==> src/rtl/alu_seq.sv <==
// alu_seq: multi-cycle ALU with a start/busy/done handshake and registered Z/C/N/V flags.
// Build option: define ALU_SEQ_MUL_EN to include the shift-add multiplier (opcode 8).

module alu_seq #(
    parameter int DATA_WIDTH = 16,
    parameter int OP_BITS    = 4
) (
    input  logic                  clk,
    input  logic                  reset,
    input  logic                  start,
    input  logic [OP_BITS-1:0]    alu_op,
    input  logic [DATA_WIDTH-1:0] A,
    input  logic [DATA_WIDTH-1:0] B,
    output logic                  busy,
    output logic                  done,
    output logic [DATA_WIDTH-1:0] result,
    output logic                  Z,
    output logic                  C,
    output logic                  N,
    output logic                  V
);

    localparam int MSB = DATA_WIDTH - 1;

    localparam logic [OP_BITS-1:0] OP_ADD   = OP_BITS'(0);
    localparam logic [OP_BITS-1:0] OP_SUB   = OP_BITS'(1);
    localparam logic [OP_BITS-1:0] OP_AND   = OP_BITS'(2);
    localparam logic [OP_BITS-1:0] OP_OR    = OP_BITS'(3);
    localparam logic [OP_BITS-1:0] OP_XOR   = OP_BITS'(4);
    localparam logic [OP_BITS-1:0] OP_SHL   = OP_BITS'(5);
    localparam logic [OP_BITS-1:0] OP_SHR   = OP_BITS'(6);
    localparam logic [OP_BITS-1:0] OP_PASSB = OP_BITS'(7);

`ifdef ALU_SEQ_MUL_EN
    localparam logic [OP_BITS-1:0] OP_MUL = OP_BITS'(8);

    typedef enum logic [1:0] {
        S_IDLE = 2'd0,
        S_EXEC = 2'd1,
        S_MUL  = 2'd2,
        S_DONE = 2'd3
    } state_t;

    logic [2*DATA_WIDTH-1:0] r_acc;
    logic [2*DATA_WIDTH-1:0] r_mcand;
    logic [DATA_WIDTH-1:0]   r_mplier;
    logic [5:0]              r_cnt;
`else
    typedef enum logic [1:0] {
        S_IDLE = 2'd0,
        S_EXEC = 2'd1,
        S_DONE = 2'd3
    } state_t;
`endif

    state_t                r_state;
    logic [DATA_WIDTH-1:0] r_a;
    logic [DATA_WIDTH-1:0] r_b;
    logic [OP_BITS-1:0]    r_op;
    logic                  r_busy;
    logic                  r_done;
    logic [DATA_WIDTH-1:0] r_result;
    logic                  r_z;
    logic                  r_c;
    logic                  r_n;
    logic                  r_v;

    logic [DATA_WIDTH:0]   w_sum;
    logic [DATA_WIDTH:0]   w_diff;
    logic [DATA_WIDTH:0]   w_shl;
    logic [DATA_WIDTH:0]   w_shr;
    logic [4:0]            w_shamt;
    logic [DATA_WIDTH-1:0] w_res;
    logic                  w_c;
    logic                  w_v;

    generate
        if (DATA_WIDTH >= 5) begin : g_shamtDirect
            assign w_shamt = r_b[4:0];
        end else begin : g_shamtExtend
            assign w_shamt = 5'(r_b);
        end
    endgenerate

    // Shifts run one bit wider so the last bit shifted out lands in a known position.
    assign w_sum  = {1'b0, r_a} + {1'b0, r_b};
    assign w_diff = {1'b0, r_a} + {1'b0, ~r_b} + {{DATA_WIDTH{1'b0}}, 1'b1};
    assign w_shl  = {1'b0, r_a} << w_shamt;
    assign w_shr  = {r_a, 1'b0} >> w_shamt;

    always_comb begin
        w_res = '0;
        w_c   = 1'b0;
        w_v   = 1'b0;
        case (r_op)
            OP_ADD: begin
                w_res = w_sum[MSB:0];
                w_c   = w_sum[DATA_WIDTH];
                w_v   = (r_a[MSB] == r_b[MSB]) && (w_sum[MSB] != r_a[MSB]);
            end
            OP_SUB: begin
                w_res = w_diff[MSB:0];
                w_c   = w_diff[DATA_WIDTH];
                w_v   = (r_a[MSB] != r_b[MSB]) && (w_diff[MSB] != r_a[MSB]);
            end
            OP_AND:   w_res = r_a & r_b;
            OP_OR:    w_res = r_a | r_b;
            OP_XOR:   w_res = r_a ^ r_b;
            OP_SHL: begin
                w_res = w_shl[MSB:0];
                w_c   = w_shl[DATA_WIDTH];
            end
            OP_SHR: begin
                w_res = w_shr[DATA_WIDTH:1];
                w_c   = w_shr[0];
            end
            OP_PASSB: w_res = r_b;
            default: begin
                w_res = '0;
                w_c   = 1'b0;
                w_v   = 1'b0;
            end
        endcase
    end

    // Operands are captured on acceptance so later input changes cannot disturb the operation.
    always_ff @(posedge clk or posedge reset) begin
        if (reset) begin
            r_state  <= S_IDLE;
            r_a      <= '0;
            r_b      <= '0;
            r_op     <= '0;
            r_busy   <= 1'b0;
            r_done   <= 1'b0;
            r_result <= '0;
            r_z      <= 1'b1;
            r_c      <= 1'b0;
            r_n      <= 1'b0;
            r_v      <= 1'b0;
`ifdef ALU_SEQ_MUL_EN
            r_acc    <= '0;
            r_mcand  <= '0;
            r_mplier <= '0;
            r_cnt    <= '0;
`endif
        end else begin
            r_done <= 1'b0;
            case (r_state)
                S_IDLE: begin
                    if (start) begin
                        r_a    <= A;
                        r_b    <= B;
                        r_op   <= alu_op;
                        r_busy <= 1'b1;
`ifdef ALU_SEQ_MUL_EN
                        if (alu_op == OP_MUL) begin
                            r_state  <= S_MUL;
                            r_acc    <= '0;
                            r_mcand  <= {{DATA_WIDTH{1'b0}}, A};
                            r_mplier <= B;
                            r_cnt    <= '0;
                        end else begin
                            r_state <= S_EXEC;
                        end
`else
                        r_state <= S_EXEC;
`endif
                    end
                end
                S_EXEC: begin
                    r_result <= w_res;
                    r_z      <= (w_res == '0);
                    r_c      <= w_c;
                    r_n      <= w_res[MSB];
                    r_v      <= w_v;
                    r_done   <= 1'b1;
                    r_state  <= S_DONE;
                end
`ifdef ALU_SEQ_MUL_EN
                // One partial product per cycle; the extra cycle after the last step publishes the product.
                S_MUL: begin
                    if (r_cnt == 6'(DATA_WIDTH)) begin
                        r_result <= r_acc[MSB:0];
                        r_z      <= (r_acc[MSB:0] == '0);
                        r_c      <= |r_acc[2*DATA_WIDTH-1:DATA_WIDTH];
                        r_n      <= r_acc[MSB];
                        r_v      <= 1'b0;
                        r_done   <= 1'b1;
                        r_state  <= S_DONE;
                    end else begin
                        if (r_mplier[0]) begin
                            r_acc <= r_acc + r_mcand;
                        end
                        r_mcand  <= r_mcand << 1;
                        r_mplier <= r_mplier >> 1;
                        r_cnt    <= r_cnt + 6'd1;
                    end
                end
`endif
                S_DONE: begin
                    r_busy  <= 1'b0;
                    r_state <= S_IDLE;
                end
                default: begin
                    r_busy  <= 1'b0;
                    r_state <= S_IDLE;
                end
            endcase
        end
    end

    assign busy   = r_busy;
    assign done   = r_done;
    assign result = r_result;
    assign Z      = r_z;
    assign C      = r_c;
    assign N      = r_n;
    assign V      = r_v;

endmodule

==> config.mk <==
export PLATFORM = sky130hd
export DESIGN_NAME = alu_seq
export DESIGN_NICKNAME = d
export VERILOG_FILES = /design/src/rtl/alu_seq.sv
export SDC_FILE = /design/constraint.sdc
export NUM_CORES = 1
export LEC_CHECK = 0
export BUFFER_PORTS_ARGS = -buffer_cell sky130_fd_sc_hd__buf_4
export CORE_AREA = 8 8 130 132
export DETAILED_ROUTE_END_ITERATION = 10
export DIE_AREA = 0 0 138 140
export PLACE_DENSITY = 0.66
export SETUP_SLACK_MARGIN = 0.3
export SYNTH_ARGS = -nofsm -noshare
export SYNTH_HDL_FRONTEND = slang
export SYNTH_SLANG_ARGS = --single-unit
==> constraint.sdc <==
create_clock -name clk -period 3.9 [get_ports clk]
set_input_delay 0.78 -clock clk [delete_from_list [all_inputs] [get_ports clk]]
set_output_delay 0.78 -clock clk [all_outputs]
set_load 0.01 [all_outputs]
==> out/qor.log, run 1 <==
[timing] setup repair after global routing missed its margin no
[synth] part of the Yosys area used for sequential elements 22.6%
[finish] Final #Nets 953
[outcome] result of the run finished clean
[worst_setup_path] crit path DAT 3.66 ns
[synth] Synth Net Count 905
[clock_network] later-pin clock latency in the skew report 0.35 ns
[floorplan] die span in y 140 um
[clock_network] number of instances resized during post-cts repair 0
[worst_setup_path] peak fanout along the critical path 11
[floorplan] x dimension of the die 138 um
[min_path] worst hold path class reg -> reg
[synth] most common flop cell mapped by yosys sky130_fd_sc_hd__dfrtp_1
[timing] clock skew 0.0108 ns
[clock_network] Max Buffers Root-to-Sink 2
[floorplan] overall die area 0.0193 sq mm
[pwr] maximum vdd drop 0.000404 V
[placement] HPWL reported at the end of detailed placement 18.0 mm
[timing] Fmax achieved 0.297 GHz
[clock_network] # H-tree levels 3
[floorplan] top-level port count 61
[global_routing] via count of the first global-routing pass 6489
[timing] sum of negative setup slack 0 ns
[drt] sum of routed wire length over all layers 23.9 mm
[synth] number of warning messages in the yosys log 0
[synth] post-synthesis async set-or-reset flop share 100%
[finish] diode insertion count for antenna repair 0
[synth] flip-flop and latch count after synthesis 59
[clock_network] number of buffers added by the clock tree synthesis step 9
[clock_network] clock input transition at the sequential cells of the worst setup and hold paths 0.06 ns
[timing] Final Hold Fails 0
[global_routing] initial antenna violation count 0
[drt] number of DRC violations after detailed-routing iteration 0 933
[drt] vias per std cell 6.46
[finish] post-layout instance count excluding filler cells 1055
[worst_setup_path] Startpoint Class flop
[finish] synthesis-to-finish area growth 15.3%
[timing] setup violators final 0
[pwr] leakage power figure 0.00325 uW
[floorplan] core region area 0.0149 sq mm
[drt] detailed-route DRC error count 0
[clock_network] number of buffers added to fix hold violations after cts 0
[finish] proportion of layout cells with a drive suffix above 1 18.8%
[synth] Netlist Area Pre-Place 0.00655 sq mm
[drt] Detail Route Antenna Nets 0
[finish] leading cell type in the layout, fill and taps excluded sky130_fd_sc_hd__nand2_1
[clock_network] count of buffers added by post-CTS timing repair for setup 0
[worst_setup_path] most frequent cell on the critical path sky130_fd_sc_hd__inv_1
[global_routing] GRT Total Usage 24.3%
[drt] via count 6812
[synth] average size of a mapped cell 8.05 sq um
[pwr] total power divided by cell area 1090 mW/mm^2
[worst_setup_path] highest-delay cell along the critical path sky130_fd_sc_hd__dfrtp_1
[global_routing] remaining global-route overflow 0
[worst_setup_path] kind of end point of the critical path flop
[finish] leading cell types in the layout, fill and taps excluded sky130_fd_sc_hd__nand2_1 (110), sky130_fd_sc_hd__buf_4 (93), sky130_fd_sc_hd__nor2_1 (74)
[worst_setup_path] cell-by-cell trace of the critical path inv_1, ha_1, inv_1, a21oi_1, o21ai_1, a41oi_2, o221ai_1, a221o_1, a21o_1, nor4_2, a41o_1
[worst_setup_path] R2R cell count 11
[synth] count of flip-flops with a built-in enable after synthesis 0
[timing] max-slew violation total from the final report 0
[drt] iteration count of the initial detailed-routing pass 6
[synth] post-synthesis cell count 814
[clock_network] buffer type at the clock tree root sky130_fd_sc_hd__clkbuf_16
[run] max-cap violation count 0
[clock_network] Sink Count 59
[finish] Util after Layout 50.8%
[min_path] hold depth 1
[global_routing] maximum number of pins on one net before global-route repair 71
[floorplan] starting density of the core 44.1%
[worst_setup_path] critical path type reg -> reg
[worst_setup_path] Worst path max stage delay 0.61 ns
[timing] measured slew at the worst slew-check pin 0.880 ns
[drt] wire length per cell 22.7 um
[synth] number of library cell types mapped by synthesis 79
[floorplan] std cell rows 45
[clock_network] CTS tree built
[timing] part of the cycle the worst path needs 86.4%
[placement] placed insts 1039
[timing] clock period minus final worst setup slack 3.37 ns
[placement] gp weighted congestion 1.02
[timing] worst slew margin relative to its limit 41.2%
[global_routing] wire length of the first global-routing pass 37.8 mm
[worst_setup_path] required time reported for the critical path endpoint 4.19 ns
[placement] Port-buffer cells 60
[area by class of cell]
cell class | count | area (sq um)
fillers | 1464 | 7310
inverters | 55 | 206
clock inverters | 6 | 63.8
well taps | 188 | 235
multi-input cells | 642 | 4590
repair buffers | 95 | 738
clock buffers | 10 | 239
flip-flops and latches | 59 | 1480
[logic make-up after synthesis]
logic type | Yosys count | synth area share, %
and+or+nand+nor | 278 | 20.5
AOI/OAI and AO/OA | 254 | 25.8
buffers and inverters | 113 | 7.49
DFF | 59 | 22.6
adders and majority gates | 52 | 10.2
muxes | 50 | 12.4
xor gates and xnor gates | 8 | 1.07
[cell usage after synthesis, drive strengths merged (13+ instances only)]
library cell,instances,area share (%)
nand2,110,6.3
o21ai,75,5.7
nor2,74,4.2
dfrtp,58,22
inv,55,3.2
ha,50,9.6
a21oi,42,3.2
clkbuf,33,2.0
buf,25,2.3
mux4,23,7.9
a31oi,17,1.6
mux2i,17,2.8
nand3,17,1.3
a211oi,15,1.8
nor2b,14,1.3
nor4,13,1.9
[through the flow]
stage / area [sq um] / hold WS (ns) / setup slack (ns) / total power (uW)
final: 7550 / 0.466 / 0.529 / 8220
after detailed placement: 7250 / 0.465 / 0.641 / 7180
after global routing: 7550 / 0.487 / 0.316 / 8780
after floorplan: 6550 / 0.425 / 0.849 / 5410
after CTS: 7550 / 0.469 / 0.611 / 8050
after global placement: 7250 / 0.454 / 0.742 / 7160
[critical path, delay by kind of cell, from the launching register on]
| family | cells | cell delay, ns |
|---|---|---|
| flip-flops | 1 | 0.61 |
| AND/OR/NAND/NOR | 1 | 0.25 |
| buffers and inverters | 2 | 0.28 |
| adder cells (fa/ha/maj) | 1 | 0.52 |
| AO/OA/AOI/OAI | 7 | 1.66 |
[per-layer routing]
layer | vias to the layer above | track usage (%) | share of wire, %
met2 | 434 | 36.4 | 43
met4 | 0 | 12.1 | 4.1
li1 | 3093 | - | -
met5 | - | 0 | 0
met3 | 73 | 5.44 | 9.6
met1 | 3212 | 32.3 | 43
[registers in the layout (all words and copies together), names as in the netlist]
name / cells
r_a: 16
r_b: 16
result: 16
r_op: 4
r_state: 2
C: 1
V: 1
Z: 1
busy: 1
done: 1
[report_power, final]
part	leakage (uW)	internal (uW)	total, uW	switching, uW
combinational	0.00238	2350	6030	3680
sequential	0.000729	898	1360	459
clock	0.000145	512	831	320
total	0.00325	3760	8220	4460
[final timing paths]
path,start,endpoint,slack (ns)
worst max-delay path,r_a[8]$_DFFE_PP0P_,Z$_DFFE_PP1P_,0.53
worst min-delay path,r_state[1]$_DFFE_PP0N_,r_state[0]$_DFFE_PP0N_,0.47
worst max register to register,r_a[8]$_DFFE_PP0P_,Z$_DFFE_PP1P_,0.53
worst min register to register,r_state[1]$_DFFE_PP0N_,r_state[0]$_DFFE_PP0N_,0.47
max in group asynchronous,reset,Z$_DFFE_PP1P_,2.44
min in group asynchronous,reset,r_a[11]$_DFFE_PP0P_,0.59
Power figures use the tool's default switching activity.
==> run 2, diff against run 1 <==
- REMOVE_ABC_BUFFERS: not set -> 1
==> run 2 against run 1 <==
Net effect: clock skew about the same; sequential power increased by 6%; global-route usage increased by 0.061 points; die area unchanged; combinational power about the same; worst hold slack improved by 0.0038 ns; cell count increased by 0.57%; critical path type unchanged; critical endpoint unchanged; highest routed layer unchanged.
==> out/qor.log, run 2 (synthesis results as in run 1) <==
[drt] top metal layer carrying routed signals met4
[floorplan] overall die area 0.0193 sq mm [unchanged]
[worst_setup_path] Setup crit end Z$_DFFE_PP1P_
[clock_network] clock input transition at the sequential cells of the worst setup and hold paths 0.06 ns [about the same]
[drt] Detail Route Antenna Nets 0 [unchanged]
[finish] final instance area 0.00762 sq mm [+0.91%]
[clock_network] number of buffers added to fix hold violations after cts 0 [unchanged]
[worst_setup_path] crit path DAT 3.68 ns [+0.02 ns]
[global_routing] GRT Total Usage 24.4% [+0.061 points]
[clock_network] later-pin clock latency in the skew report 0.35 ns [about the same]
[clock_network] CTS tree built
[worst_setup_path] Startpoint Class flop
[timing] clock skew 0.0103 ns [-0.000456 ns]
[worst_setup_path] CP Depth 11 [unchanged]
[finish] register area 0.00148 sq mm [unchanged]
[finish] synthesis-to-finish area growth 16.4%
[worst_setup_path] reg-to-reg endpoint Z$_DFFE_PP1P_
[worst_setup_path] cell-by-cell trace of the critical path inv_1, ha_1, nor2b_1, a211oi_2, nand2_1, a41oi_2, o221ai_1, a221o_1, a21o_1, nor4_2, a41o_1
[outcome] result of the run finished clean
[timing] worst setup margin 0.503 ns [-0.0266 ns]
[timing] max-slew violation total from the final report 0 [unchanged]
[finish] proportion of layout cells with a drive suffix above 1 19.5% [+0.67 points]
[pwr] maximum vdd drop 0.000409 V [+1.4%]
[placement] HPWL reported at the end of detailed placement 18.2 mm [+1.1%]
[worst_setup_path] Top delay family on crit path compound AO/OA/AOI/OAI gates
[placement] standard cell area after detailed placement 0.00729 sq mm [+0.55%]
[floorplan] starting density of the core 44.1% [unchanged]
[finish] leading cell types in the layout, fill and taps excluded sky130_fd_sc_hd__nand2_1 (110), sky130_fd_sc_hd__buf_4 (101), sky130_fd_sc_hd__nor2_1 (74)
[placement] Port-buffer cells 60 [unchanged]
[timing] setup violators final 0 [unchanged]
[pwr] total power after layout 8300 uW [+0.97%]
[timing] setup repair after global routing missed its margin no
[drt] detailed-route DRC error count 0 [unchanged]
[clock_network] buffer type at the clock tree root sky130_fd_sc_hd__clkbuf_16
[global_routing] maximum number of pins on one net before global-route repair 43 [-39%]
[drt] via count 6825 [+0.19%]
[clock_network] Max Buffers Root-to-Sink 2 [unchanged]
[timing] sum of negative setup slack 0 ns [unchanged]
[global_routing] via count of the first global-routing pass 6495 [+0.092%]
[worst_setup_path] R2R cell count 11 [unchanged]
[run] max-cap violation count 0 [unchanged]
[global_routing] remaining global-route overflow 0 [unchanged]
[placement] gp weighted congestion 1.01 [-0.74%]
[drt] number of DRC violations after detailed-routing iteration 0 1128 [+21%]
[timing] worst slew margin relative to its limit 33.5% [-7.6 points]
[floorplan] top-level port count 61 [unchanged]
[floorplan] core region area 0.0149 sq mm [unchanged]
[timing] part of the cycle the worst path needs 87.1% [+0.68 points]
[timing] clock period minus final worst setup slack 3.40 ns [+0.0266 ns]
[drt] sum of routed wire length over all layers 24.1 mm [+0.65%]
[clock_network] # H-tree levels 3 [unchanged]
[global_routing] wire length of the first global-routing pass 37.6 mm [-0.48%]
[timing] measured slew at the worst slew-check pin 0.994 ns [+0.114 ns]
[worst_setup_path] required time reported for the critical path endpoint 4.19 ns [about the same]
[pwr] leakage power figure 0.00329 uW [+1.2%]
[drt] met3 routed wirelength 2.60 mm [+13%]
[finish] Final #Nets 960 [+0.73%]
[pwr] total power divided by cell area 1090 mW/mm^2 [about the same]
[worst_setup_path] first element of the critical path r_a[4]$_DFFE_PP0P_
[worst_setup_path] Reg2Reg Setup Slack 0.50 ns [-0.03 ns]
[floorplan] x dimension of the die 138 um [unchanged]
[timing] Final Hold Fails 0 [unchanged]
[drt] total routed wire length on the met1 layer 10.4 mm [+1.3%]
[timing] Fmax achieved 0.294 GHz [-0.78%]
[global_routing] initial antenna violation count 0 [unchanged]
[floorplan] die span in y 140 um [unchanged]
[drt] vias per std cell 6.43 [-0.38%]
[worst_setup_path] highest-delay cell along the critical path sky130_fd_sc_hd__dfrtp_1
[drt] iteration count of the initial detailed-routing pass 7 [+1]
[worst_setup_path] peak fanout along the critical path 12 [+1]
[finish] fillers 1471 [+0.48%]
[drt] wire length per cell 22.7 um [about the same]
[floorplan] std cell rows 45 [unchanged]
[clock_network] Sink Count 59 [unchanged]
[clock_network] number of buffers added by the clock tree synthesis step 9 [unchanged]
[worst_setup_path] worst r2r src r_a[4]$_DFFE_PP0P_
[worst_setup_path] number of buffer and inverter instances along the worst setup path 1 [-1]
[finish] area of the multi-input gates 0.00461 sq mm [+0.38%]
[worst_setup_path] Worst path max stage delay 0.60 ns [about the same]
[min_path] worst hold path class reg -> reg
[placement] dpl ws 0.512 ns [-0.129 ns]
[finish] leading cell type in the layout, fill and taps excluded sky130_fd_sc_hd__nand2_1
[drt] wire length on met2 10.4 mm [-0.28%]
[finish] Util after Layout 51.3% [+0.46 points]
[worst_setup_path] critical path type reg -> reg
[finish] diode insertion count for antenna repair 0 [unchanged]
[worst_setup_path] kind of end point of the critical path flop
[run 2: cell count changes in the layout (fill, tap and decap cells not counted), sizes merged]
cell and change:
buf +7, clkbuf +4, clkinv -2, clkinvlp -2, inv -1
[run 2: timing repair]
item / 4_1_cts / 5_1_grt
gates resized for setup: 0 / 4
setup endpoints to repair: 0 / 2
setup buffers: 0 / 0
[run 2: per-layer routing]
metal | up-vias | GRT usage [%]
li1 | 3098 | -
met1 | 3219 | 33.3
met2 | 440 | 35.8
met3 | 68 | 6.90
met4 | 0 | 8.98
met5 | - | 0
[run 2: worst min-delay path by stage]
stage / start / endpoint / cells after the start
after floorplan: r_state[1]$_DFFE_PP0N_ / r_state[0]$_DFFE_PP0N_ / 1
after global placement: result[14]$_DFFE_PP0P_ / result[14]$_DFFE_PP0P_ / 2
after detailed placement: result[14]$_DFFE_PP0P_ / result[14]$_DFFE_PP0P_ / 2
after CTS: result[14]$_DFFE_PP0P_ / result[14]$_DFFE_PP0P_ / 2
after global routing: busy$_DFFE_PP0P_ / busy$_DFFE_PP0P_ / 1
final: result[14]$_DFFE_PP0P_ / result[14]$_DFFE_PP0P_ / 2
[run 2: power by group]
part	leakage (uW)	switching [uW]	internal, uW
logic	0.00241	3630	2380
registers	0.000729	543	897
clock network	0.000155	293	561
[run 2: cell type report]
| cell class | count | share of cell area [%] |
|---|---|---|
| clock inverter | 1 | 0.394 |
| tap | 188 | 3.09 |
| sequential | 59 | 19.4 |
| clock buffer | 14 | 3.73 |
| inverter | 55 | 2.71 |
| multi-input combinational | 642 | 60.4 |
| timing repair buffer | 102 | 10.2 |
[run 2: stage by stage]
stage,hold WS (ns),std cells
after floorplan,0.425,756
after global placement,0.459,1046
after detailed placement,0.464,1046
after CTS,0.477,1061
after global routing,0.488,1061
final,0.470,1061
[run 2: tightest hold or removal path, stage by stage (launching register included)]
cell                      delay [ns]
sky130_fd_sc_hd__dfrtp_1        0.34
sky130_fd_sc_hd__nand2_1        0.05
sky130_fd_sc_hd__nand2_1        0.05
==> run 3, diff against run 2 <==
- BUFFER_PORTS_ARGS: -buffer_cell sky130_fd_sc_hd__buf_4 -> -buffer_cell sky130_fd_sc_hd__buf_2
==> run 3 against run 2 <==
Net effect: first-iteration DRC count is 11% lower; register-to-register slack improved by 0.06 ns; clock skew is 0.0033 ns lower; via count down 0.86%; clock power rose by 15%; die area stayed put; combinational power down 2%; cell count down 0.19%; total power barely moved; worst hold slack worse by 0.0052 ns; count of clock-buffer cells in the layout shrank 2.
==> out/qor.log, run 3 (synthesis results as in run 1) <==
[outcome] result of the run finished clean
[clock_network] Max Buffers Root-to-Sink 2 [unchanged]
[clock_network] number of buffers added to fix hold violations after cts 0 [unchanged]
[drt] vias per std cell 6.39 [-0.68%]
[finish] diode insertion count for antenna repair 0 [unchanged]
[timing] clock period minus final worst setup slack 3.34 ns [-0.0608 ns]
[worst_setup_path] required time reported for the critical path endpoint 4.19 ns [about the same]
[global_routing] via count of the first global-routing pass 6521 [+0.40%]
[clock_network] number of buffers added by the clock tree synthesis step 9 [unchanged]
[worst_setup_path] worst r2r src r_a[4]$_DFFE_PP0P_
[global_routing] GRT Total Usage 24.6% [+0.22 points]
[worst_setup_path] kind of end point of the critical path flop
[clock_network] # H-tree levels 3 [unchanged]
[drt] via count 6766 [-0.86%]
[finish] area of the multi-input gates 0.00459 sq mm [-0.43%]
[pwr] leakage power figure 0.00326 uW [-0.93%]
[timing] Fmax achieved 0.300 GHz [+1.8%]
[run] max-cap violation count 0 [unchanged]
[drt] number of DRC violations after detailed-routing iteration 0 1002 [-11%]
[floorplan] std cell rows 45 [unchanged]
[worst_setup_path] first element of the critical path r_a[4]$_DFFE_PP0P_
[worst_setup_path] crit path DAT 3.62 ns [-0.06 ns]
[global_routing] maximum number of pins on one net before global-route repair 43 [unchanged]
[timing] measured slew at the worst slew-check pin 0.979 ns [-0.0153 ns]
[min_path] start point of the worst min-delay path result[12]$_DFFE_PP0P_
[floorplan] die span in y 140 um [unchanged]
[floorplan] x dimension of the die 138 um [unchanged]
[floorplan] overall die area 0.0193 sq mm [unchanged]
[finish] proportion of layout cells with a drive suffix above 1 19.1% [-0.41 points]
[floorplan] top-level port count 61 [unchanged]
[placement] gp weighted congestion 1.01 [-0.83%]
[worst_setup_path] critical path type reg -> reg
[timing] setup repair after global routing missed its margin no
[finish] leading cell type in the layout, fill and taps excluded sky130_fd_sc_hd__nand2_1
[clock_network] count of buffers added by post-CTS timing repair for setup 0 [unchanged]
[drt] detailed-route DRC error count 0 [unchanged]
[placement] placed insts 1043 [-0.29%]
[clock_network] number of instances resized during post-cts repair 0 [unchanged]
[finish] Final #Nets 957 [-0.31%]
[drt] wire length per cell 22.7 um [+0.22%]
[finish] post-layout instance count excluding filler cells 1059 [-0.19%]
[pwr] total power divided by cell area 1110 mW/mm^2 [+1.9%]
[timing] worst slew margin relative to its limit 34.2% [+0.65 points]
[global_routing] wire length of the first global-routing pass 37.8 mm [+0.50%]
[timing] setup violators final 0 [unchanged]
[clock_network] later-pin clock latency in the skew report 0.35 ns [about the same]
[finish] register area 0.00148 sq mm [unchanged]
[drt] Detail Route Antenna Nets 0 [unchanged]
[floorplan] starting density of the core 44.1% [unchanged]
[finish] fillers 1480 [+0.61%]
[pwr] total power after layout 8300 uW [about the same]
[placement] HPWL reported at the end of detailed placement 18.3 mm [+0.57%]
[clock_network] clock input transition at the sequential cells of the worst setup and hold paths 0.06 ns [about the same]
[clock_network] buffer type at the clock tree root sky130_fd_sc_hd__clkbuf_16
[timing] max-slew violation total from the final report 0 [unchanged]
[global_routing] initial antenna violation count 0 [unchanged]
[worst_setup_path] peak fanout along the critical path 12 [unchanged]
[drt] sum of routed wire length over all layers 24.1 mm [about the same]
[timing] Final Hold Fails 0 [unchanged]
[clock_network] CTS tree built
[finish] leading cell types in the layout, fill and taps excluded sky130_fd_sc_hd__nand2_1 (110), sky130_fd_sc_hd__nor2_1 (74), sky130_fd_sc_hd__o21ai_0 (65)
[timing] clock skew 0.00707 ns [-0.00326 ns]
[floorplan] core region area 0.0149 sq mm [unchanged]
[timing] sum of negative setup slack 0 ns [unchanged]
[min_path] worst hold path class reg -> reg
[pwr] maximum vdd drop 0.000338 V [-17%]
[global_routing] remaining global-route overflow 0 [unchanged]
[clock_network] Sink Count 59 [unchanged]
[finish] synthesis-to-finish area growth 14.1%
[drt] iteration count of the initial detailed-routing pass 6 [-1]
[worst_setup_path] Startpoint Class flop
[timing] part of the cycle the worst path needs 85.5% [-1.6 points]
[placement] Port-buffer cells 60 [unchanged]
run 3: metrics by stage:
stage	hold WS, ns	area [sq um]	utilization (%)	setup slack [ns]
floorplan	0.425	6260	-	-0.809
global placement	0.453	7110	47.9	0.669
detailed placement	0.460	7110	47.9	0.660
CTS	0.472	7470	50.3	0.641
global route	0.482	7470	50.3	0.348
finish	0.465	7470	50.3	0.564
run 3: worst paths after layout:
kind,depth (start not counted),slack (ns),end
max reg2reg,12,0.56,Z$_DFFE_PP1P_
min,2,0.46,result[12]$_DFFE_PP0P_
max,12,0.56,Z$_DFFE_PP1P_
min reg2reg,2,0.46,result[12]$_DFFE_PP0P_
min in group asynchronous,2,0.54,result[15]$_DFFE_PP0P_
max in group asynchronous,3,2.49,Z$_DFFE_PP1P_
run 3: power by group:
part | switching [uW] | internal, uW
combinational | 3590 | 2300
clock | 304 | 675
sequential | 535 | 896
run 3: layout make-up:
cell class                      count  area share, %
Inverter                           55           2.76
Clock buffer                       12           3.57
Timing Repair Buffer               99           8.10
Tap cell                          188           3.15
Sequential cell                    59           19.8
Multi-Input combinational cell    642           61.3
Clock inverter                      4           1.27
run 3: critical path, stage by stage, from the launching register on:
cell	delay, ns
sky130_fd_sc_hd__dfrtp_1	0.60
sky130_fd_sc_hd__inv_1	0.12
sky130_fd_sc_hd__ha_1	0.43
sky130_fd_sc_hd__a21oi_1	0.25
sky130_fd_sc_hd__o211ai_1	0.18
sky130_fd_sc_hd__a31oi_1	0.25
sky130_fd_sc_hd__buf_4	0.19
sky130_fd_sc_hd__o21ai_0	0.10
sky130_fd_sc_hd__a21o_1	0.16
sky130_fd_sc_hd__a211oi_1	0.34
sky130_fd_sc_hd__o41ai_1	0.14
sky130_fd_sc_hd__a21oi_1	0.29
sky130_fd_sc_hd__a41o_1	0.21
run 3: per-layer routing:
metal / share of wire, % / wire, um / vias up / GRT usage (%)
met5: 0 / 0 / - / 0
met2: 43 / 10300 / 404 / 36.0
met1: 42 / 10200 / 3203 / 32.5
li1: - / - / 3094 / -
met3: 11 / 2580 / 65 / 6.59
met4: 4.1 / 991 / 0 / 12.9
